==> src/rtl/mem_req_arbiter.sv <==
// Round-robin arbiter that shares one memory request port between requesters.
// An in-order tag FIFO steers each response back to the requester that issued it.
module mem_req_arbiter #(
    parameter int NUM_REQ = 4,
    parameter int ADDR_W  = 32,
    parameter int DATA_W  = 64,
    parameter int MAX_OUT = 8
) (
    input  logic                      clk,
    input  logic                      reset,
    input  logic [NUM_REQ-1:0]        req_valid,
    output logic [NUM_REQ-1:0]        req_ready,
    input  logic [NUM_REQ-1:0]        req_we,
    input  logic [NUM_REQ*ADDR_W-1:0] req_addr,
    input  logic [NUM_REQ*DATA_W-1:0] req_wdata,
    output logic                      mem_req_valid,
    input  logic                      mem_req_ready,
    output logic                      mem_req_we,
    output logic [ADDR_W-1:0]         mem_req_addr,
    output logic [DATA_W-1:0]         mem_req_wdata,
    input  logic                      mem_rsp_valid,
    input  logic [DATA_W-1:0]         mem_rsp_rdata,
    output logic [NUM_REQ-1:0]        rsp_valid,
    output logic [DATA_W-1:0]         rsp_rdata,
    output logic [$clog2(MAX_OUT):0]  outstanding,
    output logic                      err_unexp_rsp
);
    localparam int IDX_W = $clog2(NUM_REQ);
    localparam int PTR_W = $clog2(MAX_OUT);
    localparam int CNT_W = PTR_W + 1;

    logic [IDX_W-1:0] rr_ptr;
    logic [IDX_W-1:0] gnt_idx;
    logic             gnt_found;
    logic [IDX_W:0]   cand;
    logic             stage_free;
    logic             can_grant;
    logic             accept;
    logic             pop;

    logic [IDX_W-1:0] tag_mem [MAX_OUT];
    logic [PTR_W-1:0] wr_ptr;
    logic [PTR_W-1:0] rd_ptr;

    // Search from rr_ptr upward with wrap; first valid requester wins.
    always_comb begin
        gnt_found = 1'b0;
        gnt_idx   = '0;
        cand      = '0;
        for (int k = 0; k < NUM_REQ; k++) begin
            cand = {1'b0, rr_ptr} + (IDX_W+1)'(k);
            if (cand >= (IDX_W+1)'(NUM_REQ))
                cand = cand - (IDX_W+1)'(NUM_REQ);
            if (!gnt_found && req_valid[cand[IDX_W-1:0]]) begin
                gnt_found = 1'b1;
                gnt_idx   = cand[IDX_W-1:0];
            end
        end
    end

    // A same-cycle pop is deliberately not credited when full.
    assign stage_free = !mem_req_valid || mem_req_ready;
    assign can_grant  = stage_free && (outstanding < CNT_W'(MAX_OUT));
    assign accept     = can_grant && gnt_found;
    assign req_ready  = accept ? (NUM_REQ'(1) << gnt_idx) : '0;
    assign pop        = mem_rsp_valid && (outstanding != '0);

    always_ff @(posedge clk or negedge reset) begin
        if (!reset) begin
            mem_req_valid <= 1'b0;
            mem_req_we    <= 1'b0;
            mem_req_addr  <= '0;
            mem_req_wdata <= '0;
            rr_ptr        <= '0;
        end else if (accept) begin
            mem_req_valid <= 1'b1;
            mem_req_we    <= req_we[gnt_idx];
            mem_req_addr  <= req_addr[int'(gnt_idx)*ADDR_W +: ADDR_W];
            mem_req_wdata <= req_wdata[int'(gnt_idx)*DATA_W +: DATA_W];
            rr_ptr        <= (gnt_idx == IDX_W'(NUM_REQ-1)) ? '0
                             : gnt_idx + IDX_W'(1);
        end else if (stage_free) begin
            mem_req_valid <= 1'b0;
        end
    end

    always_ff @(posedge clk) begin
        if (accept)
            tag_mem[wr_ptr] <= gnt_idx;
    end

    always_ff @(posedge clk or negedge reset) begin
        if (!reset) begin
            wr_ptr        <= '0;
            rd_ptr        <= '0;
            outstanding   <= '0;
            rsp_valid     <= '0;
            rsp_rdata     <= '0;
            err_unexp_rsp <= 1'b0;
        end else begin
            if (accept)
                wr_ptr <= wr_ptr + PTR_W'(1);
            if (pop)
                rd_ptr <= rd_ptr + PTR_W'(1);
            unique case ({accept, pop})
                2'b10:   outstanding <= outstanding + CNT_W'(1);
                2'b01:   outstanding <= outstanding - CNT_W'(1);
                default: outstanding <= outstanding;
            endcase
            rsp_valid <= pop ? (NUM_REQ'(1) << tag_mem[rd_ptr]) : '0;
            if (pop)
                rsp_rdata <= mem_rsp_rdata;
            if (mem_rsp_valid && !pop)
                err_unexp_rsp <= 1'b1;
        end
    end
endmodule

==> config.mk <==
export PLATFORM = sky130hd
export DESIGN_NAME = mem_req_arbiter
export DESIGN_NICKNAME = d
export VERILOG_FILES = /design/src/rtl/mem_req_arbiter.sv
export SDC_FILE = /design/constraint.sdc
export NUM_CORES = 1
export LEC_CHECK = 0
export CAP_MARGIN = 40
export CORE_AREA = 2 2 247 249
export CTS_BUF_LIST = sky130_fd_sc_hd__clkbuf_8
export DETAILED_ROUTE_END_ITERATION = 7
export DIE_AREA = 0 0 249 251
export PLACE_DENSITY = 0.45
export SKIP_CTS_REPAIR_TIMING = 1
export SLEW_MARGIN = 20
export SYNTH_ARGS = -nofsm -noshare
export SYNTH_HDL_FRONTEND = slang
export SYNTH_SLANG_ARGS = --single-unit
==> constraint.sdc <==
create_clock -name clk -period 2.5 [get_ports clk]
set_clock_uncertainty 0.1 [all_clocks]
set_input_delay 0.5 -clock clk [delete_from_list [all_inputs] [get_ports clk]]
set_output_delay 0.5 -clock clk [all_outputs]
set_load 0.05 [all_outputs]
==> impl_metrics.yaml <==
status:
  violations: "negative setup slack"
  outcome: "complete, but fails checks"
worst_setup_path:
  worstPathCellList: "clkdlybuf4s50_1 -> nor2b_1 -> o21ai_2 -> o221ai_4 -> buf_6 -> ha_1 -> and2_4 -> buf_12"
  r2r_slack_ns: 0.23
  r2r-end: "outstanding[2]"
  worst-path-buf-inv: 3
  required_ns: 1.90
  cpPeakStageDelay_ns: 0.47
  cp_max_fo: 4
  rr_worst_depth: 12
  cp_slowest_cell: "clkdlybuf4s50_1"
  cp-end-kind: "output port"
  rr_startpoint: "outstanding[3]"
  timing_worst_setup_path_type: "input pin to output port"
  crit_arrival_ns: 2.13
  cp_top_family: "buffers and inverters"
  cp-start-kind: "input pin"
place:
  io_buffers: 634
  place_inst: 2349
  post-place-ws_ns: -0.484
  routabilityCongestion: 0.814
  hpwl_um: 37000
clock_tree:
  cts_tree: "done"
  cts_sinks: 195
  cts_buffers: 17
  cts-root-buf: "clkbuf_8"
  htree_num_levels: 4
  path_clk_slew_ns: 0.12
  clk_path_buf_depth: 2
  clock_latency_ns: 0.56
detailed_routing:
  dr.pass1.iters: 6
  ant_nets: 0
  wl_per_cell_um: 19.6
  routed_wl_um: 46800
  vias_per_cell: 4.05
  drc: 0
  drt-initial-drc-count: 381
  vias: 9684
layout:
  seqCellArea_um2: 4970
  final_common_cell: "clkdlybuf4s50_1"
  syn_to_final_growth_pct: 77.9
  stdcell_count: 2390
  n_fill_cell: 6199
  final_nets: 2061
  multiInputGateArea_um2: 4660
  layout_common_cells: "clkdlybuf4s50_1 (610), nand2_1 (306), mux2i_1 (195), dfrtp_1 (172), o221ai_1 (97)"
  drive_gt1_frac: 0.0866
logic_synthesis:
  synth_fp_nets: 1409
  yosys.area_share.xor_xnor: 0.00771
  ys_ff_latch: 195
  synth_compound_area_frac: 0.0961
  synth.area.mux_share: 0.203
  ys_warn_count: 0
  synth-simple-area-share: 0.132
  synth_flop_cell: "dfrtp_1"
  synth_top_family_by_area: "multiplexers"
  syn_inst: 940
  synth_area_um2: 10200
  synthDistinctLibCells: 44
  yosys.area_share.adder: 0.0110
  synthArstFlopShare: 0.918
  syn_avg_cell_area_um2: 10.9
  ys_seq_area_frac: 0.485
  synth_edf_count: 16
hold_path:
  hp-class: "input pin to flop"
  hold_depth: 3
  worstHoldStart: "mem_rsp_rdata[41]"
  hold_end: "rsp_rdata[41]"
power_and_ir_drop:
  switching_share: 0.496
  intPower_w: 0.0103
  p_leak_nw: 8.17
  power_frac_clock: 0.105
  power_frac_comb: 0.637
  peakVddDrop_mv: 0.452
  power_frac_seq: 0.258
  p_sw_w: 0.0102
  power_density_nw_per_um2: 1130
grt:
  grt_pass1_wl_um: 69000
  grt_pass1_vias: 10600
  grt-ovfl-total: 0
  globalRouteTotalUtil: 0.148
  antenna_found_initial: 6
  grt_max_degree: 65
floorplanning:
  die_h_um: 251
  core-area_um2: 59800
  die_w_um: 249
  start_util: 0.171
  num_rows: 90
  dieArea_um2: 62500
  io_pins: 635
sta:
  slew_headroom: 0.519
  final.setup.worst_slack_ns: -0.226
  tightest_slew_ns: 0.722
  setup_violations: 4
  finalSetupTns_ns: -0.764
  period_needed_ns: 2.73
  slew_viol_final: 0
  finalHoldViolations: 0
  finalCritPeriodShare: 1.09
  fmax_mhz: 367
  rsz0062_at_grt: "yes"
flow_run:
  drv_cap: 0
==> metal layers <==
layer | share of wire | GRT usage | vias up
met2 | 0.52 | 0.265 | 360
met5 | 0.00064 | 0 | -
met1 | 0.39 | 0.167 | 4632
met4 | 0.015 | 0.0412 | 4
met3 | 0.076 | 0.0519 | 32
li1 | - | - | 4656
==> registers in the layout, summed over array words and instances, names as in the netlist <==
name / count
err_unexp_rsp: 1
mem_req_addr: 32
mem_req_valid: 1
mem_req_wdata: 64
mem_req_we: 1
outstanding: 4
rd_ptr: 3
rr_ptr: 2
rsp_rdata: 64
rsp_valid: 4
tag_mem: 16
wr_ptr: 3
==> logic make-up after synthesis <==
group	Yosys count
compound gates	113
xor+xnor	9
fa+ha+maj	9
buf+inv	76
flops	195
mux	201
simple gates	337
==> power groups by stage <==
stage / registers, W / clock network, W / logic, W
after global routing: 0.00546 / 0.00243 / 0.0138
after floorplan: 0.00903 / 0 / 0.00462
after CTS: 0.00531 / 0.00231 / 0.0131
after detailed placement: 0.00534 / 0 / 0.0131
after global placement: 0.00533 / 0 / 0.0131
final: 0.00529 / 0.00215 / 0.0130
==> cells in the mapped netlist, types with 2 or more instances <==
cell      count  area, µm²
o21bai_1      2       15.0
nor4_1        2       12.5
o221ai_1     97        850
nand2b_1      2       12.5
buf_2        20        100
o21ai_1       2       10.0
nor2_1        7       26.3
ha_1          9        113
a21o_1        3       22.5
nand2_1     306       1150
buf_4         3       22.5
and2_1        5       31.3
nand2_4       2       22.5
inv_1         2       7.51
edfxtp_1     16        480
mux2_2        2       22.5
buf_6         9        101
xnor2_1       6       52.6
buf_12       12        240
clkbuf_1     20       75.1
nor4b_1       2       17.5
bufbuf_8      5       93.8
o21ai_0       2       10.0
nor3b_1       2       15.0
inv_2         3       11.3
dfrtp_1     179       4480
mux2i_1     195       1950
mux4_1        3       78.8
xor2_1        3       26.3
nor2b_1       3       18.8
nor3_1        3       15.0
==> metrics by stage <==
stage | power, W | util | hold WS [ns] | area, µm²
6_report | 0.0205 | 0.304 | 0.353 | 18200
3_5_place_dp | 0.0185 | 0.295 | 0.361 | 17700
4_1_cts | 0.0208 | 0.302 | -0.238 | 18000
2_1_floorplan | 0.0137 | - | 0.104 | 10200
5_1_grt | 0.0217 | 0.304 | 0.295 | 18200
3_3_place_gp | 0.0185 | 0.295 | 0.338 | 17700
==> how the worst max path moves through the flow <==
stage / startpoint / endpoint / slack (ns) / cells past startpoint
4_1_cts: outstanding[3] / req_ready[0] / -0.46 / 6
3_5_place_dp: req_valid[0] / outstanding[2] / -0.48 / 12
3_3_place_gp: req_valid[0] / outstanding[2] / -0.51 / 12
5_1_grt: rr_ptr[1] / req_ready[3] / -0.29 / 7
2_1_floorplan: outstanding[3] / outstanding[2] / -0.05 / 11
6_report: req_valid[0] / req_ready[2] / -0.23 / 8
==> area by class of cell <==
cell class	count	share of cell area
multi-input cells	669	0.256
inverters	6	0.00151
well taps	782	0.0538
repair buffers	703	0.394
diodes	3	0.000413
flip-flops and latches	195	0.273
clock inverters	15	0.00785
clock buffers	17	0.0129
==> tightest hold or removal path, delay by kind of cell <==
| kind | cells | cell delay (ns) |
|---|---|---|
| simple gates | 2 | 0.09 |
| buf+inv | 1 | 0.40 |
No activity file was read; power rests on OpenSTA's default activity.
